## src/rtl/spis_avb_cmd_arb.sv

```systemverilog
`default_nettype none
// ============================================================================
// Module   : spis_avb_cmd_arb
// Purpose  : Round-robin arbiter that funnels several AVB command sources
//            onto the single AVMM burst bridge command interface. It keeps one
//            burst in flight at a time, runs the bridge's rising-edge-start /
//            level-held / done-pulse handshake, and refuses commands the
//            bridge would execute incorrectly (sel == 3 or brstlen == 0).
// Revision : 1.0  initial release
// ----------------------------------------------------------------------------
// Ports
//   s_avmm_clk, s_avmm_rst    clock, synchronous active-high reset
//   req_vld/sel/offset/brstlen/rdnwr   per-requester command (packed, i-th slice)
//   req_gnt                   one-hot, high while owner's burst is on the bridge
//   req_done / req_err        one-cycle completion / error pulses to the owner
//   avmm_sel/offset/brstlen/rdnwr/transvld   command to the bridge
//   avmmtransvld_up           bridge done pulse
//   arb_busy, arb_owner, arb_hang   status
// Configuration
//   AVB_ARB_TIMEOUT_EN  when defined, a BUSY watchdog of TIMEOUT cycles drives
//                       the arbiter into a terminal HANG state.
// ============================================================================
module spis_avb_cmd_arb #(
    parameter int NREQ    = 2,
    parameter int TIMEOUT = 4096
) (
    input  logic                 s_avmm_clk,
    input  logic                 s_avmm_rst,
    input  logic [NREQ-1:0]      req_vld,
    input  logic [2*NREQ-1:0]    req_sel,
    input  logic [17*NREQ-1:0]   req_offset,
    input  logic [8*NREQ-1:0]    req_brstlen,
    input  logic [NREQ-1:0]      req_rdnwr,
    output logic [NREQ-1:0]      req_gnt,
    output logic [NREQ-1:0]      req_done,
    output logic [NREQ-1:0]      req_err,
    output logic [1:0]           avmm_sel,
    output logic [16:0]          avmm_offset,
    output logic [7:0]           avmm_brstlen,
    output logic                 avmm_rdnwr,
    output logic                 avmm_transvld,
    input  logic                 avmmtransvld_up,
    output logic                 arb_busy,
    output logic [2:0]           arb_owner,
    output logic                 arb_hang
);

    localparam int IW = (NREQ > 1) ? $clog2(NREQ) : 1;

    typedef enum logic [2:0] {
        ST_IDLE   = 3'd0,
        ST_BUSY   = 3'd1,
        ST_GAP    = 3'd2,
        ST_REJECT = 3'd3,
        ST_HANG   = 3'd4
    } state_t;

    state_t          r_state;
    logic [2:0]      r_ptr;

    logic [2:0]      w_winner;
    logic            w_found;
    logic [3:0]      w_idx;
    logic [1:0]      w_sel;
    logic [16:0]     w_off;
    logic [7:0]      w_len;
    logic            w_rd;
    logic            w_legal;
    logic [NREQ-1:0] w_win_oh;
    logic [NREQ-1:0] w_own_oh;

    // Round-robin search starting one past the last winner, wrapping at NREQ.
    // ptr < NREQ and k <= NREQ, so a single conditional subtract is a modulo.
    always_comb begin
        w_winner = '0;
        w_found  = 1'b0;
        w_idx    = '0;
        for (int k = 1; k <= NREQ; k++) begin
            w_idx = {1'b0, r_ptr} + 4'(k);
            if (w_idx >= 4'(NREQ)) begin
                w_idx = w_idx - 4'(NREQ);
            end
            if (!w_found && req_vld[w_idx[IW-1:0]]) begin
                w_found  = 1'b1;
                w_winner = w_idx[2:0];
            end
        end
    end

    // Winner's command fields, sampled only in the arbitration cycle.
    always_comb begin
        w_sel = '0;
        w_off = '0;
        w_len = '0;
        w_rd  = 1'b0;
        for (int i = 0; i < NREQ; i++) begin
            if (w_winner == 3'(i)) begin
                w_sel = req_sel[2*i +: 2];
                w_off = req_offset[17*i +: 17];
                w_len = req_brstlen[8*i +: 8];
                w_rd  = req_rdnwr[i];
            end
        end
    end

    // sel 3 hangs bridge reads; brstlen 0 is mis-sized by the bridge.
    assign w_legal  = (w_sel != 2'd3) && (w_len != 8'd0);
    assign w_win_oh = {{(NREQ-1){1'b0}}, 1'b1} << w_winner;
    assign w_own_oh = {{(NREQ-1){1'b0}}, 1'b1} << arb_owner;

`ifdef AVB_ARB_TIMEOUT_EN
    logic [15:0] r_tcnt;
`else
    logic        w_unused_timeout;
    assign w_unused_timeout = (TIMEOUT != 0);
    assign arb_hang         = 1'b0;
`endif

    always_ff @(posedge s_avmm_clk) begin
        if (s_avmm_rst) begin
            r_state       <= ST_IDLE;
            r_ptr         <= 3'(NREQ-1);
            arb_owner     <= 3'(NREQ-1);
            req_gnt       <= '0;
            req_done      <= '0;
            req_err       <= '0;
            avmm_sel      <= '0;
            avmm_offset   <= '0;
            avmm_brstlen  <= '0;
            avmm_rdnwr    <= 1'b0;
            avmm_transvld <= 1'b0;
            arb_busy      <= 1'b0;
`ifdef AVB_ARB_TIMEOUT_EN
            r_tcnt        <= '0;
            arb_hang      <= 1'b0;
`endif
        end else begin
            req_done <= '0;
            req_err  <= '0;
            case (r_state)
                ST_IDLE: begin
                    if (|req_vld) begin
                        r_ptr     <= w_winner;
                        arb_owner <= w_winner;
                        if (w_legal) begin
                            avmm_sel      <= w_sel;
                            avmm_offset   <= w_off;
                            avmm_brstlen  <= w_len;
                            avmm_rdnwr    <= w_rd;
                            avmm_transvld <= 1'b1;
                            req_gnt       <= w_win_oh;
                            arb_busy      <= 1'b1;
`ifdef AVB_ARB_TIMEOUT_EN
                            r_tcnt        <= '0;
`endif
                            r_state       <= ST_BUSY;
                        end else begin
                            req_done <= w_win_oh;
                            req_err  <= w_win_oh;
                            r_state  <= ST_REJECT;
                        end
                    end
                end
                ST_BUSY: begin
                    // A done pulse wins over a simultaneous watchdog expiry.
                    if (avmmtransvld_up) begin
                        avmm_transvld <= 1'b0;
                        req_gnt       <= '0;
                        req_done      <= w_own_oh;
                        arb_busy      <= 1'b0;
                        r_state       <= ST_GAP;
                    end
`ifdef AVB_ARB_TIMEOUT_EN
                    else if (r_tcnt == 16'(TIMEOUT-1)) begin
                        avmm_transvld <= 1'b0;
                        req_gnt       <= '0;
                        req_done      <= w_own_oh;
                        req_err       <= w_own_oh;
                        arb_busy      <= 1'b0;
                        arb_hang      <= 1'b1;
                        r_state       <= ST_HANG;
                    end else begin
                        r_tcnt <= r_tcnt + 16'd1;
                    end
`endif
                end
                // GAP guarantees one low cycle of transvld for the bridge's
                // edge detector before any following command.
                ST_GAP:    r_state <= ST_IDLE;
                ST_REJECT: r_state <= ST_IDLE;
                ST_HANG:   r_state <= ST_HANG;
                default:   r_state <= ST_IDLE;
            endcase
        end
    end

endmodule
`default_nettype wire

```

## config.mk

```make
export PLATFORM = sky130hd
export DESIGN_NAME = spis_avb_cmd_arb
export DESIGN_NICKNAME = d
export VERILOG_FILES = /design/src/rtl/spis_avb_cmd_arb.sv
export SDC_FILE = /design/constraint.sdc
export NUM_CORES = 1
export LEC_CHECK = 0
export ABC_CLOCK_PERIOD_IN_PS = 2500
export CORE_MARGIN = 4
export CORE_UTILIZATION = 41
export CTS_CLUSTER_SIZE = 14
export DETAILED_ROUTE_END_ITERATION = 8
export PLACE_DENSITY = 0.89
export SYNTH_ARGS = -nofsm -noshare
export SYNTH_HDL_FRONTEND = slang
export SYNTH_SLANG_ARGS = --single-unit
```

## constraint.sdc

```tcl
create_clock -name s_avmm_clk -period 2.5 [get_ports s_avmm_clk]
set_input_delay 0.5 -clock s_avmm_clk [delete_from_list [all_inputs] [get_ports s_avmm_clk]]
set_output_delay 0.5 -clock s_avmm_clk [all_outputs]
set_load 0.05 [all_outputs]
```

# --- Yosys cells after proc, flatten, opt, wreduce, memory -nomap -nowiden ---
# Cells that the tools add are included.
word_totals:
  output_inout_bits: 40
  reg_bits: 41
  input_bits: 61
classes:
  bitwise: 1
  order_cmp: 4
  muxes: 33
  n_addsub: 4
  reduce_logical: 13
  eq_ne: 7
  shift: 2
ops:
  columns: ["operator", "count"]
  rows:
  - ["two-way mux 17 bit", 2]
  - ["two-way mux 2 bit", 9]
  - ["two-way mux 3 bit", 6]
  - ["two-way mux 8 bit", 2]
  - ["two-way mux 1 bit", 10]
  - ["one-hot mux 3 bit (3 select lines)", 1]
  - ["greater-or-equal comparator 4 x 2 -> 1 bit (second input constant)", 2]
  - ["!= test 2 bit (second input constant)", 4]
  - ["one-hot mux 2 bit (2 select lines)", 2]
  - ["nonzero test 8 bit", 1]
  - ["== test 3 x 1 -> 1 bit (second input constant)", 2]
  - ["zero test 3 bit", 2]
  - ["left shift 1 x 3 -> 2 bit (first input constant)", 2]
  - ["subtractor 3 x 2 -> 3 bit (second input constant)", 2]
  - ["adder 3 x 1 -> 4 bit (second input constant)", 1]
  - ["adder 3 x 2 -> 4 bit (second input constant)", 1]
  - ["less-than comparator 1 x 2 -> 1 bit (second input constant)", 2]
  - ["AND reduction 2 bit", 2]
  - ["AND reduction 4 bit", 1]
  - ["OR reduction 2 bit", 2]
  - ["== test 3 bit (second input constant)", 1]
  - ["AND reduction 3 bit", 1]
  - ["logical AND 1 bit", 2]
  - ["one-hot mux 1 bit (2 select lines)", 1]
  - ["3 further kinds", 3]

# --- Depth between registers and ports, before layout ---
# Gate-level depths: netlist of run 1.
depth:
  word_depth: 17
  depth_mapped: 9
  depth_no_buf: 7

# --- Worst setup path after synthesis of run 1 ---
# No wires, ideal clock.
synth_path:
  kind: "reg-to-reg"
  startpoint: "reg r_ptr[1]"
  endpoint: "reg req_gnt[0]"
  stages_incl_launch_ff: 9
  path_buffers: 1
  t_arrival_ns: 2.435
  period_less_slack_ns: 2.557
  slack_ns: -0.057
  required_ns: 2.379
  setup_ns: 0.121
  path_cell_list: "dfxtp_1 -> inv_1 -> ha_1 -> nor3b_1 -> nor2_1 -> o21bai_2 -> and3_4 -> buf_6 -> mux2_4"
synth_between:
  elab_chain_len: 16
  word_cells_on_any_way: 32
  cone_classes: "4 x add/sub; 2 x order compare; 3 x eq/ne; 1 x shift; 16 x mux; 6 x reduce/logical"
synth_rtl:
  columns: ["item", "line", "text"]
  rows:
  - ["start: declaration", "59", "logic [2:0] r_ptr;"]
  - ["start signal: assignment", "122", "r_ptr <= 3'(NREQ-1);"]
  - ["start signal: assignment", "143", "r_ptr <= w_winner;"]
  - ["adder 3 x 1 -> 4 bit", "79", "w_idx = {1'b0, r_ptr} + 4'(k);"]
  - ["greater-or-equal comparator 4 x 2 -> 1 bit", "80", "if (w_idx >= 4'(NREQ)) begin"]
  - ["two-way mux 3 bit", "80", null]
  - ["two-way mux 1 bit (implied by the code) (2 in a row)", "83", "if (!w_found && req_vld[w_idx[IW-1:0]]) begin"]
  - ["two-way mux 1 bit", "83", null]
  - ["zero test 1 bit", "83", null]
  - ["logical AND 1 bit", "83", null]
  - ["two-way mux 3 bit *", "83", null]
  - ["zero test 3 bit", "97", "if (w_winner == 3'(i)) begin"]
  - ["two-way mux 8 bit / two-way mux 2 bit (equally long branches) (2 in a row)", "97", null]
  - ["nonzero test 8 bit / != test 2 bit (equally long branches)", "107", "assign w_legal = (w_sel != 2'd3) && (w_len != 8'd0);"]
  - ["logical AND 1 bit", "107", null]
  - ["!= test 2 bit (no source line)", null, null]
  - ["AND reduction 4 bit (no source line)", null, null]
  - ["end signal: assignment", "151", "req_gnt <= w_win_oh;"]
  - ["end: declaration", "34", "output logic [NREQ-1:0] req_gnt,"]
# Mark *: on every way between the ends. The rest lies on a longest branch, timed or not. The select of a mux whose other input is x is not followed.
# A chain may end at the register's enable or synchronous reset.

# --- Final worst setup path of run 1 ---
layout_path:
  startpoint: "reg r_ptr[1]"
  endpoint: "reg req_done[0]"
layout_between:
  elab_chain_len: 17
  word_cells_on_any_way: 32
  cone_classes: "4 x add/sub; 2 x order compare; 2 x eq/ne; 2 x shift; 17 x mux; 5 x reduce/logical"
layout_rtl:
  columns: ["item", "line", "text"]
  rows:
  - ["adder 3 x 1 -> 4 bit", "79", null]
  - ["greater-or-equal comparator 4 x 2 -> 1 bit", "80", null]
  - ["two-way mux 3 bit", "80", null]
  - ["two-way mux 1 bit (implied by the code) (2 in a row)", "83", null]
  - ["two-way mux 1 bit", "83", null]
  - ["zero test 1 bit", "83", null]
  - ["logical AND 1 bit", "83", null]
  - ["two-way mux 3 bit", "83", null]
  - ["zero test 3 bit", "97", null]
  - ["two-way mux 8 bit / two-way mux 2 bit (equally long branches) (2 in a row)", "97", null]
  - ["nonzero test 8 bit / != test 2 bit (equally long branches)", "107", null]
  - ["logical AND 1 bit", "107", null]
  - ["two-way mux 2 bit", "145", "if (w_legal) begin"]
  - ["two-way mux 2 bit", "142", "if (|req_vld) begin"]
  - ["one-hot mux 2 bit (2 select lines) *", "140", "case (r_state)"]
  - ["end signal: assignment", "158", "req_done <= w_win_oh;"]
  - ["end signal: assignment", "169", "req_done <= w_own_oh;"]
  - ["end: declaration", "35", "output logic [NREQ-1:0] req_done,"]
# Marked as above.

==> impl_metrics.toml, run 1 <==
[status]
status = "complete, no violations"

[drt]
avgViaCountPerCell = 5.63
firstDrtPassIters = 4
vias = 2258
ant_nets = 0
wl_per_cell_um = 16.8
post-route-drc-count = 0
drt-total-wl_um = 6740
drt-initial-drc-count = 127

[layout]
final_cells = 401
drive_gt1_frac = 0.103
post-route-util = 0.660
fin_nets = 397
diodes = 0
syn_to_final_growth_pct = 54.9

[cts]
post_cts_buffers = 0
numCtsBuffers = 5
cts_tree = "built"
clkLatencyLatePin_ns = 0.29
root_buffer = "clkbuf_8"
cts_sinks = 41
htreeDepth = 2
clock_tree.buffer_depth = 2
cts_resized = 0
clk_pin_slew_ns = 0.08
postCtsHoldBufs = 0

[power_and_ir_drop]
swShare = 0.421
p_leak_uw = 0.00124
power.density_mw_per_mm2 = 750
seq_power_share = 0.328
internal-power_uw = 1470
peakVddDrop_mv = 0.348
comb_power_share = 0.507
p_switching_uw = 1070
p_clk_frac = 0.165

[global_route]
met3_usage = 0.0632
grt_usage = 0.209
grt_max_degree = 34
grt_pass1_wl_um = 10800
grt_remaining_overflow = 0
grt_pass1_vias = 2268
top_usage_layer = "met2"
grt_antenna_before_repair = 0
grt_use_met2 = 0.365
met1_usage = 0.241

[worst_hold_path]
hp-class = "flip-flop to flip-flop"

[die]
design.die.area_mm2 = 0.00657
start_util = 0.426
ios = 101
row_count = 26
chipHeight_um = 81.1
die_x_um = 81.1
coreArea_mm2 = 0.00514

[sta]
grt_setup_unrepaired = "false"
fin_skew_ns = 0.00372
finalHoldViolations = 0
worstMarginPinSlew_ns = 0.549
finalSetupViolCount = 0
period_share = 0.921
layout_setup_ws_ns = 0.197
drv_slew = 0
fin_hold_ws_ns = 0.497
fmax_mhz = 434
tns_ns = 0
slew_headroom = 0.633
fin_crit_ns = 2.30

[worst_setup_path]
crit_fanout = 9
r2r_setup_slack_ns = 0.20
critPathCaptureType = "flip-flop"
cp_slowest_stage_delay_ns = 0.43
slowest_stage = "o41ai_1"
required_ns = 2.66
critPathArrivalTime_ns = 2.46
path_class = "flip-flop to flip-flop"
crit_chain = "inv_1 -> ha_1 -> nor3b_1 -> buf_4 -> a21o_1 -> o21bai_2 -> buf_4 -> nand2_1 -> o41ai_1"
start_kind = "flip-flop"
crit_path_frequent_cell = "buf_4"

[place]
pre_cts_slack_ns = -0.0810
hpwlAfterDp_um = 5150
globalplace.congestion = 0.948
dp_cells = 393
portBuffers = 99

[synthesis]
synth_ff_type = "dfxtp_1"
synth_top_area_frac = 0.375
synthesis.nets = 296
synth-seq-area-share = 0.375
synthCells = 229
netlist_area_mm2 = 0.00219
ys_seq_elements = 41
synth_edf_count = 0
yosysTopAreaCell = "dfxtp_1"
yosysWarnings = 0
synth_area_per_cell_um2 = 9.56
synthArstFlopShare = 0
yosys.cell_types.count = 46
netlist_top_cells_area = "dfxtp_1, mux2i_1, a211oi_1"

[run]
max_cap_viol_count = 0
==> worst max-delay path: cells and delay by family (launching register included) <==
| family | cells | cell delay, ns |
|---|---|---|
| AOI/OAI and AO/OA | 3 | 0.81 |
| adders and majority gates | 1 | 0.22 |
| buffers and inverters | 3 | 0.50 |
| DFF | 1 | 0.40 |
| and+or+nand+nor | 2 | 0.25 |
==> path summary, 6_finish.rpt <==
check                                 from     endpoint  cells after the start
worst max-delay path              r_ptr[1]  req_done[0]                      9
worst min-delay path            req_gnt[1]   req_gnt[1]                      2
worst max register to register    r_ptr[1]  req_done[0]                      9
worst min register to register  req_gnt[1]   req_gnt[1]                      2
==> sequential cells by signal (all words and copies together), names as in the netlist <==
register and cells:
avmm_rdnwr 1, r_state 3, req_done 2, arb_busy 1, r_ptr 3, avmm_brstlen 8
req_err 2, avmm_offset 17, avmm_sel 2, req_gnt 2
==> through the flow <==
step	cell area (µm²)	power, µW
4_1_cts	3390	2560
3_3_place_gp	3300	2100
5_1_grt	3390	2680
2_1_floorplan	2190	1680
6_report	3390	2550
3_5_place_dp	3300	2140
==> power by group through the flow <==
stage | combinational, µW | clock [µW] | sequential [µW]
floorplan | 461 | 0 | 1220
global placement | 1250 | 0 | 846
detailed placement | 1290 | 0 | 849
CTS | 1290 | 434 | 835
global route | 1370 | 464 | 849
finish | 1290 | 420 | 835
==> kinds of logic (layout without fill, tap and decap cells) <==
kind of cell             Yosys count  count (layout)  share of synthesized area
AO/OA/AOI/OAI                     82              82                      0.262
flip-flops                        41              41                      0.375
AND/OR/NAND/NOR                   39              39                      0.106
multiplexers                      31              31                      0.146
buffers and inverters             26             128                     0.0629
adder cells (fa/ha/maj)            6               6                     0.0343
XOR/XNOR                           3               3                     0.0120
other                              1               1                    0.00171
==> layer usage <==
layer,vias to the layer above,share of wire
met5,-,0
met4,0,0.015
met3,12,0.082
met2,84,0.49
met1,1070,0.41
li1,1092,-
==> Yosys cell counts (2+ instances only) <==
cell type and number:
buf_4 5, nand2b_1 3, nor4b_1 2, a21oi_1 7, mux2i_1 29, buf_6 2
inv_1 4, a22oi_1 3, nand3_1 2, and2_1 2, or4_1 2, buf_2 5
nand2_1 6, nor3_1 3, o21ai_0 2, a31oi_1 29, nor2_1 5, dfxtp_1 41
a311o_1 2, xnor2_1 2, clkbuf_1 10, nor4_1 5, mux2_4 2, a211oi_1 28
nor3b_1 2, ha_1 6
==> cells in the final DEF, fill, tap and decap left out, types with 4 or more instances in the layout <==
| master | instances |
|---|---|
| a211oi_1 | 28 |
| nor4_1 | 5 |
| a21oi_1 | 7 |
| dfxtp_1 | 39 |
| a31oi_1 | 29 |
| inv_1 | 4 |
| clkdlybuf4s50_1 | 99 |
| ha_1 | 6 |
| nand2_1 | 6 |
| mux2i_1 | 29 |
| buf_4 | 14 |
| clkbuf_8 | 5 |
| nor2_1 | 5 |
==> layout make-up <==
cell class,count,area (µm²)
tap,70,87.6
fill,459,1750
multi-input combinational,162,1230
clock buffer,5,68.8
clock inverter,3,17.5
inverter,4,15.0
timing repair buffer,116,1150
sequential,41,823
Note: power is estimated with default switching activity, not from simulation.
==> inputs of run 2 (changes only) <==
--- a/config.mk
+++ b/config.mk
@@ -8,7 +8,6 @@
 export ABC_CLOCK_PERIOD_IN_PS = 2500
 export CORE_MARGIN = 4
 export CORE_UTILIZATION = 41
-export CTS_CLUSTER_SIZE = 14
 export DETAILED_ROUTE_END_ITERATION = 8
 export PLACE_DENSITY = 0.89
 export SYNTH_ARGS = -nofsm -noshare
==> results of run 2 <==
Final layout, timing and power as in run 1 (identical DEF).
==> inputs of run 3 (changes only) <==
--- a/config.mk
+++ b/config.mk
@@ -10,6 +10,7 @@
 export CORE_UTILIZATION = 41
 export DETAILED_ROUTE_END_ITERATION = 8
 export PLACE_DENSITY = 0.89
+export SLEW_MARGIN = 5
 export SYNTH_ARGS = -nofsm -noshare
 export SYNTH_HDL_FRONTEND = slang
 export SYNTH_SLANG_ARGS = --single-unit
==> results of run 3 <==
Final layout, timing and power as in run 1 (identical DEF).
